File: src/rtl/pkg_mips.sv
// Shared definitions for the MIPS pipeline stages.
//  - ANCHO_DATOS / ANCHO_REG : default data/address and register-index widths
//  - estado_t                : states of the MEM-stage data-memory bus handshake
//  - desalineado()           : true when a byte address is not word aligned
package pkg_mips;

  localparam int ANCHO_DATOS = 32;
  localparam int ANCHO_REG   = 5;

  typedef enum logic {
    LIBRE  = 1'b0,  // no access outstanding
    ESPERA = 1'b1   // request issued, waiting for dmem_ack
  } estado_t;

  function automatic logic desalineado(input logic [1:0] bajos);
    return bajos != 2'b00;
  endfunction

endpackage

File: src/rtl/dmem_bus_fsm.sv
// Data-memory bus sequencer for the MEM stage.
// Issues one req/ack transaction per aligned load/store, holds the pipeline
// while it is outstanding and aborts it after TIMEOUT_CICLOS cycles without ack.
// Ports:
//  clk, reset            clock (rising edge), asynchronous active-high reset
//  acceso                load or store present in MEM
//  desal                 that access is misaligned (never reaches the bus)
//  escribir              access is a store (wins over a simultaneous read)
//  dir_palabra           word-aligned address to latch
//  wdato                 store data to latch
//  dmem_ack              bus completion strobe
//  dmem_req/we/dir/wdato registered bus request and its latched attributes
//  stall                 combinational freeze of the upstream pipeline
//  captura               MEM/WB must capture the EX/MEM inputs this edge
//  fin_ok                access completed by ack this cycle (read data valid)
//  excep_desalineado     registered one-cycle pulse, misaligned access
//  error_bus             registered one-cycle pulse, bus timeout
module dmem_bus_fsm #(
  parameter int ANCHO_DATOS    = pkg_mips::ANCHO_DATOS,
  parameter int TIMEOUT_CICLOS = 16
) (
  input  logic                   clk,
  input  logic                   reset,
  input  logic                   acceso,
  input  logic                   desal,
  input  logic                   escribir,
  input  logic [ANCHO_DATOS-1:0] dir_palabra,
  input  logic [ANCHO_DATOS-1:0] wdato,
  input  logic                   dmem_ack,
  output logic                   dmem_req,
  output logic                   dmem_we,
  output logic [ANCHO_DATOS-1:0] dmem_dir,
  output logic [ANCHO_DATOS-1:0] dmem_wdato,
  output logic                   stall,
  output logic                   captura,
  output logic                   fin_ok,
  output logic                   excep_desalineado,
  output logic                   error_bus
);
  import pkg_mips::*;

  localparam int                  ANCHO_CNT = (TIMEOUT_CICLOS > 2) ? $clog2(TIMEOUT_CICLOS) : 1;
  localparam logic [ANCHO_CNT-1:0] CNT_MAX  = ANCHO_CNT'(TIMEOUT_CICLOS - 1);

  estado_t              estado, estado_next;
  logic [ANCHO_CNT-1:0] cnt, cnt_next;
  logic                 req_next;
  logic                 lanzar;
  logic                 abortar;

  always_comb begin
    estado_next = estado;
    cnt_next    = cnt;
    req_next    = dmem_req;
    lanzar      = 1'b0;
    abortar     = 1'b0;
    stall       = 1'b0;
    captura     = 1'b0;
    fin_ok      = 1'b0;
    case (estado)
      LIBRE: begin
        // An ack arriving here belongs to nothing and is ignored.
        if (!acceso) begin
          captura = 1'b1;
        end else if (!desal) begin
          stall       = 1'b1;
          lanzar      = 1'b1;
          req_next    = 1'b1;
          cnt_next    = '0;
          estado_next = ESPERA;
        end
      end
      ESPERA: begin
        // Ack is tested first so it wins over a coincident timeout.
        if (dmem_ack) begin
          captura     = 1'b1;
          fin_ok      = 1'b1;
          req_next    = 1'b0;
          cnt_next    = '0;
          estado_next = LIBRE;
        end else if (cnt == CNT_MAX) begin
          abortar     = 1'b1;
          req_next    = 1'b0;
          cnt_next    = '0;
          estado_next = LIBRE;
        end else begin
          stall    = 1'b1;
          cnt_next = cnt + ANCHO_CNT'(1);
        end
      end
      default: begin
        estado_next = LIBRE;
        req_next    = 1'b0;
        cnt_next    = '0;
      end
    endcase
  end

  always_ff @(posedge clk or posedge reset) begin
    if (reset) begin
      estado            <= LIBRE;
      cnt               <= '0;
      dmem_req          <= 1'b0;
      dmem_we           <= 1'b0;
      dmem_dir          <= '0;
      dmem_wdato        <= '0;
      excep_desalineado <= 1'b0;
      error_bus         <= 1'b0;
    end else begin
      estado            <= estado_next;
      cnt               <= cnt_next;
      dmem_req          <= req_next;
      excep_desalineado <= (estado == LIBRE) && acceso && desal;
      error_bus         <= abortar;
      if (lanzar) begin
        dmem_we    <= escribir;
        dmem_dir   <= dir_palabra;
        dmem_wdato <= wdato;
      end
    end
  end

endmodule

File: src/rtl/etapa_mem_acceso.sv
// MEM stage of the 5-stage MIPS pipeline.
// Takes the EX/MEM buffer outputs, performs loads/stores over a req/ack
// data-memory bus (via dmem_bus_fsm), stalls the pipeline while an access is
// outstanding and registers the results into the MEM/WB buffer. Branch
// resolution is passed straight through to fetch.
// Ports:
//  clk, reset                       clock, asynchronous active-high reset
//  *_MEM                            control/data from EX/MEM
//  dmem_req/we/dir/wdato/rdato/ack  data-memory bus
//  stall_mem                        freeze PC, IF/ID, ID/EX, EX/MEM
//  pc_src, pc_branch                branch decision/target to fetch
//  *_WB                             registered MEM/WB outputs
//  excep_desalineado, error_bus     one-cycle exception pulses
module etapa_mem_acceso #(
  parameter int ANCHO_DATOS    = pkg_mips::ANCHO_DATOS,
  parameter int ANCHO_REG      = pkg_mips::ANCHO_REG,
  parameter int TIMEOUT_CICLOS = 16
) (
  input  logic                   clk,
  input  logic                   reset,
  input  logic                   reg_escribir_MEM,
  input  logic                   mem_a_reg_MEM,
  input  logic                   mem_escribir_MEM,
  input  logic                   mem_leer_MEM,
  input  logic                   branch_habilitado_MEM,
  input  logic [ANCHO_DATOS-1:0] branch_target_MEM,
  input  logic [ANCHO_DATOS-1:0] resultado_alu_MEM,
  input  logic [ANCHO_DATOS-1:0] dr2_forward_MEM,
  input  logic [ANCHO_REG-1:0]   registro_destino_MEM,
  output logic                   dmem_req,
  output logic                   dmem_we,
  output logic [ANCHO_DATOS-1:0] dmem_dir,
  output logic [ANCHO_DATOS-1:0] dmem_wdato,
  input  logic [ANCHO_DATOS-1:0] dmem_rdato,
  input  logic                   dmem_ack,
  output logic                   stall_mem,
  output logic                   pc_src,
  output logic [ANCHO_DATOS-1:0] pc_branch,
  output logic                   reg_escribir_WB,
  output logic                   mem_a_reg_WB,
  output logic [ANCHO_DATOS-1:0] dato_leido_WB,
  output logic [ANCHO_DATOS-1:0] resultado_alu_WB,
  output logic [ANCHO_REG-1:0]   registro_destino_WB,
  output logic                   excep_desalineado,
  output logic                   error_bus
);
  import pkg_mips::*;

  logic                   acceso;
  logic                   desal;
  logic                   es_carga;
  logic                   captura;
  logic                   fin_ok;
  logic [ANCHO_DATOS-1:0] dir_palabra;

  assign acceso      = mem_leer_MEM | mem_escribir_MEM;
  assign desal       = acceso & desalineado(resultado_alu_MEM[1:0]);
  // A simultaneous read+write is a store; only a pure read returns data.
  assign es_carga    = mem_leer_MEM & ~mem_escribir_MEM;
  assign dir_palabra = {resultado_alu_MEM[ANCHO_DATOS-1:2], 2'b00};

  assign pc_src    = branch_habilitado_MEM;
  assign pc_branch = branch_target_MEM;

  dmem_bus_fsm #(
    .ANCHO_DATOS    (ANCHO_DATOS),
    .TIMEOUT_CICLOS (TIMEOUT_CICLOS)
  ) u_bus (
    .clk               (clk),
    .reset             (reset),
    .acceso            (acceso),
    .desal             (desal),
    .escribir          (mem_escribir_MEM),
    .dir_palabra       (dir_palabra),
    .wdato             (dr2_forward_MEM),
    .dmem_ack          (dmem_ack),
    .dmem_req          (dmem_req),
    .dmem_we           (dmem_we),
    .dmem_dir          (dmem_dir),
    .dmem_wdato        (dmem_wdato),
    .stall             (stall_mem),
    .captura           (captura),
    .fin_ok            (fin_ok),
    .excep_desalineado (excep_desalineado),
    .error_bus         (error_bus)
  );

  // MEM/WB buffer: captures the instruction when it leaves MEM, otherwise
  // loads an all-zero bubble (stall cycles, misaligned access, bus abort).
  always_ff @(posedge clk or posedge reset) begin
    if (reset) begin
      reg_escribir_WB     <= 1'b0;
      mem_a_reg_WB        <= 1'b0;
      dato_leido_WB       <= '0;
      resultado_alu_WB    <= '0;
      registro_destino_WB <= '0;
    end else if (captura) begin
      reg_escribir_WB     <= reg_escribir_MEM;
      mem_a_reg_WB        <= mem_a_reg_MEM;
      dato_leido_WB       <= (fin_ok && es_carga) ? dmem_rdato : '0;
      resultado_alu_WB    <= resultado_alu_MEM;
      registro_destino_WB <= registro_destino_MEM;
    end else begin
      reg_escribir_WB     <= 1'b0;
      mem_a_reg_WB        <= 1'b0;
      dato_leido_WB       <= '0;
      resultado_alu_WB    <= '0;
      registro_destino_WB <= '0;
    end
  end

endmodule

File: config.mk
export PLATFORM = sky130hd
export DESIGN_NAME = etapa_mem_acceso
export DESIGN_NICKNAME = d
export VERILOG_FILES = /design/src/rtl/pkg_mips.sv /design/src/rtl/dmem_bus_fsm.sv /design/src/rtl/etapa_mem_acceso.sv
export SDC_FILE = /design/constraint.sdc
export NUM_CORES = 1
export LEC_CHECK = 0
export CAP_MARGIN = 20
export CORE_MARGIN = 10
export CORE_UTILIZATION = 40
export CTS_CLUSTER_SIZE = 28
export DETAILED_ROUTE_END_ITERATION = 10
export PLACE_DENSITY = 0.92
export SYNTH_ARGS = -nofsm -noshare
export SYNTH_HDL_FRONTEND = slang
export SYNTH_SLANG_ARGS = --single-unit
export TNS_END_PERCENT = 100
File: constraint.sdc
create_clock -name clk -period 11.1 [get_ports clk]
set_input_delay 2.22 -clock clk [delete_from_list [all_inputs] [get_ports clk]]
set_output_delay 2.22 -clock clk [all_outputs]
set_load 0.02 [all_outputs]
==> results of run 1 <==
[through the flow]
| step | worst slack, ns | power (mW) | hold WS [ns] | cells |
|---|---|---|---|---|
| floorplan | 5.07 | 0.809 | 0.478 | 355 |
| global route | 4.81 | 1.64 | 0.503 | 757 |
| CTS | 4.94 | 1.59 | 0.487 | 757 |
| finish | 4.94 | 1.57 | 0.482 | 757 |
| detailed placement | 4.95 | 1.01 | 0.474 | 725 |
| global placement | 5.01 | 0.990 | 0.466 | 725 |
[layout make-up]
type	count	area, um2
clock buffers	18	429
clock inverters	14	185
fillers	886	4550
inverters	2	12.5
multi-input cells	162	1360
flip-flops and latches	142	3550
well taps	172	215
repair buffers	247	2470
[routing by layer]
metal / global-route usage / wire (um) / vias to the layer above
met1: 0.161 / 5050 / 1697
met3: 0.0660 / 1440 / 50
met4: 0.0792 / 502 / 0
met2: 0.297 / 8080 / 170
met5: 0 / 0 / -
li1: - / - / 1563
[registers in the layout, indices dropped and copies added (netlist names)]
register                 cells
u_bus.dmem_dir              30
u_bus.dmem_req               1
u_bus.dmem_wdato            32
resultado_alu_WB            32
dato_leido_WB               32
mem_a_reg_WB                 1
u_bus.dmem_we                1
u_bus.cnt                    4
u_bus.estado                 1
reg_escribir_WB              1
u_bus.error_bus              1
u_bus.excep_desalineado      1
registro_destino_WB          5
[Yosys cell counts]
library cell,number
sky130_fd_sc_hd__a21oi_1,2
sky130_fd_sc_hd__and4b_1,1
sky130_fd_sc_hd__a31oi_1,2
sky130_fd_sc_hd__o2bb2ai_1,1
sky130_fd_sc_hd__buf_6,1
sky130_fd_sc_hd__ha_1,1
sky130_fd_sc_hd__mux2_1,48
sky130_fd_sc_hd__nor3_1,3
sky130_fd_sc_hd__nand3_1,2
sky130_fd_sc_hd__nor2b_1,40
sky130_fd_sc_hd__clkbuf_1,6
sky130_fd_sc_hd__buf_2,1
sky130_fd_sc_hd__o31a_1,1
sky130_fd_sc_hd__and2_1,32
sky130_fd_sc_hd__a22o_1,1
sky130_fd_sc_hd__o21ai_0,1
sky130_fd_sc_hd__nand2b_1,3
sky130_fd_sc_hd__nand2_1,1
sky130_fd_sc_hd__conb_1,1
sky130_fd_sc_hd__inv_1,2
sky130_fd_sc_hd__nor4_2,1
sky130_fd_sc_hd__mux2i_1,1
sky130_fd_sc_hd__dfrtp_1,142
sky130_fd_sc_hd__nor2_1,1
sky130_fd_sc_hd__o31ai_1,1
sky130_fd_sc_hd__buf_4,37
sky130_fd_sc_hd__buf_8,4
sky130_fd_sc_hd__nor2_2,1
sky130_fd_sc_hd__xor2_1,1
sky130_fd_sc_hd__mux2_2,15
[path summary, 6_finish.rpt]
path | from | to | depth (start not counted)
max in group asynchronous | reset | dato_leido_WB[21] | 3
worst min register to register | u_bus.dmem_wdato[11] | u_bus.dmem_wdato[11] | 1
worst max-delay path | dmem_ack | stall_mem | 5
min in group asynchronous | reset | dato_leido_WB[17] | 2
worst max register to register | u_bus.estado | u_bus.dmem_dir[27] | 3
worst min-delay path | u_bus.dmem_wdato[11] | u_bus.dmem_wdato[11] | 1
[cell families (layout without fill, tap and decap cells)]
group,Yosys count,count (layout),synth area share
xor gates and xnor gates,1,1,0.00166
DFF,142,142,0.674
buffers and inverters,51,281,0.0728
adders and majority gates,1,1,0.00237
other,1,2,0.000711
AOI/OAI and AO/OA,9,9,0.0116
muxes,64,64,0.136
and+or+nand+nor,85,85,0.101
[critical path, cell delays in order]
cell and delay [ns]:
sky130_fd_sc_hd__clkdlybuf4s50_1 0.51, sky130_fd_sc_hd__nor2b_1 0.30, sky130_fd_sc_hd__nand2_1 0.15, sky130_fd_sc_hd__nand2b_1 0.12, sky130_fd_sc_hd__clkdlybuf4s50_1 0.64
[cells in the final DEF (no fill, tap or decap), drive strengths merged, types with 2 or more instances in the layout]
cell           Yosys  final
bufinv             0      3
buf               43      2
clkinv             0      5
clkdlybuf4s50      0    245
clkbuf             6     18
nor2b             40     40
conb               1      2
mux2              63     63
and2              32     32
nand2b             3      3
nor3               3      3
nand3              2      2
a21oi              2      2
dfrtp            142    142
nor2               2      2
a31oi              2      2
clkinvlp           0      2
inv                2      6
[power by group]
| group | switching [mW] | internal [mW] |
|---|---|---|
| clock network | 0.221 | 0.358 |
| logic | 0.177 | 0.190 |
| registers | 0.0363 | 0.588 |
==> impl.org, run 1 <==
** Status
- The run finished with clean final reports.

** Clocking
- Clock Tree Root :: sky130_fd_sc_hd__clkbuf_16
- The later pin in the worst-skew pair is clocked with a latency of ~0.42 ns.
- Number of buffers created by CTS :: 17
- Post-CTS setup buffer count :: 0
- Clock-pin slew was measured on the worst setup and hold paths at about 0.06 ns.
- TritonCTS built the clock tree.
- Hold-fix buffers at CTS :: 0
- The H-tree was split into 4 levels.
- For this design, the sink count on the clock tree is 142.
- Max Buffers Root-to-Sink :: 2
- Quantity of gates resized following cts :: 0

** Floorplan
- In this run the core area contains slightly above 40 standard-cell rows.
- Measured along the y axis, the die boundary spans roughly 130 um.
- In this run the count of I/O pins placed on the die edge is about 310.
- DIE AREA :: around 18000 um2
- Initial core utilization :: 0.413
- The floorplan step set the die width to 135 um.
- In this run the standard cell core region covers around 13000 um2.

** Hold path
- The min-delay analysis places its worst path in the category reg2reg.

** Cells and area
- The number of antenna diodes in the final layout is 0.
- Number of nets at the end of the flow :: 714
- After routing the design area is a little over 8000 um2.
- For this run, the share of the core covered by cells in the final layout is 0.644.
- Fraction of final layout cells with drive strength greater than 1 :: 0.0889
- Compared with the post-synthesis result, the final layout area differs by 55.9%.

** Timing
- Subtracting the final worst setup slack from the clock period gives 6.16 ns.
- At the pin with the least slew margin, the transition time is 1.01 ns.
- Endpoints failing setup :: 0
- Max Clk Rate :: approximately 160 MHz
- Number of max-slew violations in the final report :: 0
- The worst pin sits at a relative slew slack of 0.324.
- Layout Skew :: 0.00835 ns
- Setup repair after global routing left no endpoint under its margin.
- Total Negative Setup Slacks :: 0 ns
- The final hold violation count was 0.
- Final period utilization :: 0.555

** Critical path
- Critical path capture point type :: primary output
- The worst setup path is launched from a primary input.
- The worst setup path is of the in2out kind.
- Setup slack of the most critical reg-to-reg path :: about 9 ns
- Worst EP arrival :: a little under 4 ns
- Required time worst endpoint :: between 8 and 9 ns
- In this run the worst path has a maximum fanout of 5.

** Routing
- After detailed routing, the average wire length per cell comes to 19.9 um.
- After detailed routing, the total wire length is roughly 15000 um.
- For this run, design rule violations remaining after detail routing come to 0.
- Violation count after the first detailed-routing iteration :: 129
- First-pass DRT Iterations :: 3
- Detailed routing inserted a total of approximately 3500 vias.
- In the routed layout, each cell is associated on average with a via count of approximately 4.6.
- The count of nets left with antenna violations once routing finished came out at 0.

** Synthesis
- Gate Count Post-Synth :: 354
- Top cell type by total area after synthesis :: sky130_fd_sc_hd__dfrtp_1
- Post-Syn Area per Cell :: 14.9 um2
- Of the post-synthesis cell area, the dominant cell type holds 0.674.
- Flip-flop and latch count after synthesis :: approximately 140
- Counting distinct cell types in the post-synthesis netlist gives 30.
- For this run, the number of Yosys warnings is 0.
- Leading cell types by total area after synthesis :: sky130_fd_sc_hd__dfrtp_1 (67%), sky130_fd_sc_hd__mux2_1 (10%), sky130_fd_sc_hd__buf_4 (5.3%), sky130_fd_sc_hd__nor2b_1 (4.7%), sky130_fd_sc_hd__and2_1 (3.8%)
- Sequential share of the synthesized area :: 0.674
- Post-Syn Area :: 5270 um2

** Place
- Weighted congestion at the end of routability-driven global placement :: roughly 0.76
- Total half-perimeter wirelength after legalization and detailed placement :: 11500 um
- Input and output buffers added on the ports amount to around 250.
- Instance area at placement :: 7610 um2

** Global routing
- In the global route stage, overall resource usage came out at 0.165.
- Entering global routing, the biggest net connects 77 pins.
- Vias in the first global route :: approximately 4000
- The first global-routing pass estimated between 20000 and 25000 um of wire.
- The number of antenna violations at the first check in global routing came to 0.
- Overflow after GRT :: 0

** Power and ir drop
- Areal power density over the cells :: roughly 190 nW/um2
- Static leakage power :: around 3.5 nW
- VDD sags by at most about 0.13 mV.

** Flow run
- The tool flagged a number of max-cap violations equal to 0.
No activity file was read; power rests on OpenSTA's default activity.
==> inputs of run 2 (changes only) <==
- CORE_UTILIZATION: 40 -> 38
- PLACE_DENSITY: 0.92 -> 0.88
- clock period: 11.1 -> 6.1 ns (I/O delays scaled with it)
==> impl.org, run 2 (synthesis gave the netlist of run 1 again) <==
** Status
- Status :: completed

** Timing
- Setup repair after global routing missed its margin :: no
- The worst relative slew slack is 0.421 (+0.0970).
- Number of max-slew violations in the final report :: 0 (unchanged)
- The final hold violation count was 0 (unchanged).
- The smallest clock period supported by the final layout is computed as 4.16 ns.
- The minimum setup slack in the final design is 1.94 ns (-3.00 ns).
- Endpoints failing setup :: 0 (unchanged)
- Layout Skew :: 0.00426 ns (-0.00410 ns)
- Static timing analysis puts the maximum clock frequency at approximately 240 MHz.
- Slew at the pin closest to its max-slew limit :: 0.868 ns (-0.143 ns)
- In the finished design, the share of the clock period the worst path needs comes to 0.682.
- The total negative slack for setup checks came to 0 ns (unchanged).
- The worst hold-check slack is 0.484 ns (+0.00245 ns).

** Floorplan
- The die boundary height came to 138 um (+2.2%).
- I/O pin total :: 314 (unchanged)
- The starting density of the core is 0.394 (-0.0193).
- The count of standard-cell rows was 42 (+2.4%).
- The chip width came to 138 um (+2.2%).
- The placeable core region is 13400 um2 (+4.9%).
- The area enclosed by the die boundary was 19000 um2 (+4.5%).

** Critical path
- The required time at the worst-slack endpoint is 4.88 ns (-4.00 ns).
- The worst setup path is captured at a primary output.
- The critical path is of the in2out type.
- On the critical path, the stage with the largest delay is an instance of sky130_fd_sc_hd__clkdlybuf4s50_1.
- Worst EP arrival :: 2.94 ns (-1.00 ns)
- Largest fanout on the critical path :: 5 (unchanged)
- Sort of element at the start of the critical path :: primary input
- Library cell appearing most often on the critical path :: sky130_fd_sc_hd__clkdlybuf4s50_1
- The stage delay of the slowest cell on the critical path came to 0.63 ns (about the same).
- Cell breakdown of the critical path :: clkdlybuf4s50_1 -> nor2b_1 -> nand2_1 -> nand2b_1 -> clkdlybuf4s50_1

** Global routing
- Gr busiest metal :: met2
- The number of antenna violations at the first check in global routing was 0 (unchanged).
- The wire length of the first global-routing pass is 21900 um (-3.8%).
- The number of global-route vias before repair came to 3856 (-3.7%).
- The overflow left after global routing came to 0 (unchanged).
- M1 GR Usage :: 0.153 (-0.00788)
- Met3 track demand over resource in global routing :: 0.0823 (+0.0163)
- The met2 layer usage reported by global route was 0.260 (-0.0369).
- The pin count of the biggest net entering global routing is 100 (+30%).
- The overall routing resource usage came to 0.153 (-0.0119).

** Routing
- The final antenna-violating net count is 0 (unchanged).
- The via count was 3446 (-0.98%).
- First-pass DRT Iterations :: 4 (+1)
- Violation count after the first detailed-routing iteration :: 166 (+29%)
- Final wirelength :: 15000 um (-0.32%)
- Wire length per cell :: 19.8 um (-0.84%)
- The number of vias per cell came to 4.53 (-1.5%).
- The number of DRC violations after detailed routing came to 0 (unchanged).

** Clocking
- The later-pin clock latency in the skew report is 0.41 ns (about the same).
- The buffer count from post-CTS setup fixing was 0 (unchanged).
- Max Buffers Root-to-Sink :: 2 (unchanged)
- The number of H-tree levels is 4 (unchanged).
- Worst-path clk slew :: 0.05 ns (about the same)
- Clock Tree Root :: sky130_fd_sc_hd__clkbuf_16
- Number of buffers created by CTS :: 17 (unchanged)
- The clock sink count is 142 (unchanged).
- TritonCTS built the clock tree.
- The total of hold buffers inserted after clock tree synthesis is 0 (unchanged).
- The number of instances resized during post-cts repair was 0 (unchanged).

** Cells and area
- The number of fill cells in the layout was 1015 (+15%).
- Fraction of final layout cells with drive strength greater than 1 :: 0.0889 (unchanged)
- The area growth from synthesis to layout is 56.7%.
- The area of combinational cells with multiple inputs came to 1360 um2 (unchanged).
- The library cell used most frequently in the layout, excluding fill and tap cells, is sky130_fd_sc_hd__clkdlybuf4s50_1.
- The net total in the final layout is 715 (+0.14%).
- The library cells used most frequently in the layout, excluding fill and tap cells, are sky130_fd_sc_hd__clkdlybuf4s50_1 (245), sky130_fd_sc_hd__dfrtp_1 (142), sky130_fd_sc_hd__mux2_1 (48).
- The register area is 3550 um2 (unchanged).
- The final design area excluding fillers came to 8260 um2 (+0.50%).
- Cell Count, Final, Fillers Out :: 761 (+0.53%)
- Final cell utilization of the core :: 0.617 (-0.0270)
- N_diodes :: 0 (unchanged)
- Largest registers in the final layout :: dato_leido_WB (32), resultado_alu_WB (32), u_bus.dmem_wdato (32)

** Place
- The detailed placement HPWL was 11700 um (+1.2%).
- The post-place setup slack came to 1.96 ns (-2.99 ns).
- Weighted congestion at the end of routability-driven global placement :: 0.787 (+4.0%)
- Number of port buffers :: 245 (unchanged)
- The total placed cells including tap cells came to 729 (+0.55%).
- The post-detailed-placement cell area came to 7610 um2 (about the same).

** Power and ir drop
- Largest vdd supply drop :: 0.168 mV (+25%)
- The total power after layout came to 2.88 mW (+83%).
- Areal power density over the cells :: 349 nW/um2 (+83%)
- Static leakage power :: 3.57 nW (+0.69%)

** Flow run
- Max capacitance violation total :: 0 (unchanged)

** Hold path
- The min-delay analysis places its worst path in the category reg2reg.
[run 2: path summary, 6_finish.rpt]
check / start / cells past startpoint / slack, ns / endpoint
max reg2reg: u_bus.estado / 3 / 4.00 / u_bus.dmem_wdato[1]
min: u_bus.dmem_wdato[26] / 1 / 0.48 / u_bus.dmem_wdato[26]
max in group asynchronous: reset / 3 / 3.57 / u_bus.dmem_dir[23]
min in group asynchronous: reset / 2 / 1.37 / resultado_alu_WB[15]
min reg2reg: u_bus.dmem_wdato[26] / 1 / 0.48 / u_bus.dmem_wdato[26]
max: dmem_ack / 5 / 1.94 / stall_mem
[run 2: cell type report]
| type | instances | area share |
|---|---|---|
| clock buffers | 21 | 0.0569 |
| clock inverters | 10 | 0.0194 |
| inverters | 2 | 0.00151 |
| multi-input cells | 162 | 0.165 |
| flip-flops and latches | 142 | 0.430 |
| well taps | 176 | 0.0266 |
| repair buffers | 248 | 0.301 |
[run 2: critical path, delay by kind of cell]
kind,cells,cell delay [ns]
buffers and inverters,2,1.16
and+or+nand+nor,3,0.57
[run 2: routing by layer]
metal | part of all wire | wire, um
met1 | 0.34 | 5050
met2 | 0.51 | 7700
met5 | 0 | 0
met3 | 0.13 | 2000
met4 | 0.018 | 277
[run 2: where the power goes]
part	switching, mW	leakage (nW)	internal [mW]	total (mW)
sequential	0.0655	1.81	1.07	1.14
combinational	0.317	1.44	0.348	0.665
clock	0.367	0.309	0.714	1.08
==> inputs of run 3 (changes only) <==
- CORE_UTILIZATION: 38 -> 34
- PLACE_DENSITY: 0.88 -> 0.84
- clock period: 6.1 -> 3.5 ns (I/O delays scaled with it)
==> impl.org, run 3 (synthesis gave the netlist of run 1 again) <==
** Cells and area
- The number of inserted diodes came to 0 (unchanged).
- The register area is 3550 um2 (unchanged).
- Final cell area excluding filler cells :: 8230 um2 (-0.41%)
- Area used by multi-input combinational logic :: 1360 um2 (unchanged)
- In the final layout, the registers with the most flip-flops are dato_leido_WB (32), resultado_alu_WB (32), u_bus.dmem_wdato (32).
- Commonest non-fill, non-tap cell in the layout :: sky130_fd_sc_hd__clkdlybuf4s50_1
- Fraction of final layout cells with drive strength greater than 1 :: 0.0904 (+0.00155)
- The area growth from synthesis to layout is 56.1%.
- The final core utilization is 0.541 (-0.0753).
- The net total in the final layout was 715 (unchanged).
- In the layout the commonest cells are sky130_fd_sc_hd__clkdlybuf4s50_1 (245), sky130_fd_sc_hd__dfrtp_1 (142), sky130_fd_sc_hd__mux2_1 (48).
- The number of fill cells in the layout was 1236 (+22%).

** Critical path
- STA classifies the critical path endpoint as a primary output.
- Worst Path Buf+Inv :: 2 (unchanged)
- STA classifies the critical path startpoint as a primary input.
- Library cell appearing most often on the critical path :: sky130_fd_sc_hd__clkdlybuf4s50_1
- Worst EP arrival :: 2.42 ns (-0.52 ns)
- Dominant delay contributor by cell family on the critical path :: buffers and inverters
- The worst-case register-to-register setup slack is 1.38 ns (-2.62 ns).
- Largest stage delay on the critical path :: 0.63 ns (about the same)
- Type of the worst setup path :: in2out
- Traced cell by cell, the critical path runs through clkdlybuf4s50_1 -> nor2b_1 -> nand2_1 -> nand2b_1 -> clkdlybuf4s50_1.
- Among all stages on the critical path, the largest delay is contributed by sky130_fd_sc_hd__clkdlybuf4s50_1.
- Required time worst endpoint :: 2.80 ns (-2.08 ns)
- The highest fanout seen on the critical path was 5 (unchanged).

** Timing
- Number of max-slew violations in the final report :: 0 (unchanged)
- Final period utilization :: 0.893
- Slew at the pin closest to its max-slew limit :: 0.867 ns (-0.000984 ns)
- Setup repair after global routing left no endpoint under its margin.
- Max Clk Rate :: 320 MHz
- The number of endpoints failing setup at the final stage was 0 (unchanged).
- Max-Slew Margin vs Limit :: 0.422 (+0.000656)
- The setup clock skew after layout is 0.00519 ns (+0.000934 ns).
- The total negative slack for setup checks came to 0 ns (unchanged).
- Fin. Hold Viols :: 0 (unchanged)
- Final worst path period need :: 3.12 ns

** Clocking
- Clock Tree Root :: sky130_fd_sc_hd__clkbuf_16
- The number of instances resized during post-cts repair came to 0 (unchanged).
- TritonCTS built the clock tree.
- The worst-case clock buffer depth came to 2 (unchanged).
- The clock slew at the register clock pins of the worst setup and hold paths is 0.06 ns (about the same).
- The clock sink count was 142 (unchanged).
- The number of CTS-inserted buffers is 17 (unchanged).
- Hold-fix buffers at CTS :: 0 (unchanged)
- H-Tree Depth :: 4 (unchanged)
- Clock Latency Late Sink :: 0.40 ns (about the same)
- Post-CTS setup buffer count :: 0 (unchanged)

** Floorplan
- The starting density of the core came to 0.347 (-0.0466).
- The placeable core region was 15200 um2 (+13%).
- The chip width is 145 um (+4.9%).
- DIE AREA :: 20900 um2 (+10%)
- Rows :: 45 (+7.1%)
- The I/O pin total came to 314 (unchanged).
- The die boundary height is 145 um (+4.9%).

** Global routing
- The overall routing resource usage is 0.141 (-0.0125).
- The number of global-route vias before repair came to 3786 (-1.8%).
- The wire length of the first global-routing pass was 22300 um (+1.6%).
- The pin count of the biggest net entering global routing is 143 (+43%).
- The number of antenna violations at the first check in global routing is 0 (unchanged).
- Overflow after GRT :: 0 (unchanged)

** Place
- Instance area at placement :: 7650 um2 (+0.44%)
- The routability congestion estimate was 0.729 (-7.4%).
- The detailed placement HPWL came to 11700 um (about the same).
- The port buffer count was 245 (unchanged).

** Status
- The flow ran to the end, and the final reports show no timing, DRC or antenna violations.

** Power and ir drop
- Static leakage power :: 3.53 nW (-1.1%)
- The maximum ir drop on the vdd rail came to 0.273 mV (+63%).
- Areal power density over the cells :: 593 nW/um2 (+70%)

** Routing
- The number of optimization iterations in the first detailed-route pass came to 4 (unchanged).
- The final wirelength came to 15000 um (about the same).
- Violation count after the first detailed-routing iteration :: 72 (-57%)
- The number of DRC violations after detailed routing is 0 (unchanged).
- Via count :: 3431 (-0.44%)
- The number of vias per cell is 4.43 (-2.1%).
- The wire length per cell is 19.4 um (-1.7%).
- The final antenna-violating net count came to 0 (unchanged).

** Hold path
- The worst hold path belongs to the class reg2reg.

** Flow run
- The reported max-cap violation count was 0 (unchanged).
[run 3: changes by cell type in the layout (fill, tap and decap cells not counted)]
cell	previous run	this run
sky130_fd_sc_hd__inv_6	2	1
sky130_fd_sc_hd__clkbuf_8	3	1
sky130_fd_sc_hd__clkinv_4	1	3
sky130_fd_sc_hd__clkinvlp_4	1	5
sky130_fd_sc_hd__bufinv_16	4	2
[run 3: path summary, 6_finish.rpt]
kind	start	cells after the start	endpoint
min in group asynchronous	reset	3	u_bus.dmem_wdato[1]
worst max register to register	u_bus.estado	3	u_bus.dmem_dir[25]
worst min register to register	u_bus.dmem_dir[18]	1	u_bus.dmem_dir[18]
worst max-delay path	dmem_ack	5	stall_mem
max in group asynchronous	reset	3	u_bus.dmem_dir[21]
worst min-delay path	u_bus.dmem_dir[18]	1	u_bus.dmem_dir[18]
[run 3: final cells by class]
type,count,share of cell area
repair buffers,248,0.302
inverters,2,0.00137
clock buffers,19,0.0538
well taps,188,0.0286
multi-input cells,162,0.165
clock inverters,13,0.0170
flip-flops and latches,142,0.432
[run 3: through the flow]
step / cells / total power [mW] / hold slack (ns) / setup WS, ns
floorplan: 355 / 2.57 / 0.478 / 1.02
global placement: 742 / 3.15 / 0.467 / 0.452
detailed placement: 742 / 3.19 / 0.475 / 0.438
CTS: 774 / 4.98 / 0.488 / 0.385
global route: 774 / 5.12 / 0.507 / 0.264
finish: 774 / 4.88 / 0.481 / 0.376
[run 3: where the power goes]
group          internal, mW  switching (mW)  total [mW]
Sequential             1.87           0.114        1.98
Combinational         0.605           0.553        1.16
Clock                  1.07           0.676        1.74
[run 3: routing by layer]
layer | track usage | routed length (um)
met5 | 0 | 0
met4 | 0.0559 | 352
met3 | 0.0685 | 1660
met2 | 0.240 | 7610
met1 | 0.146 | 5390
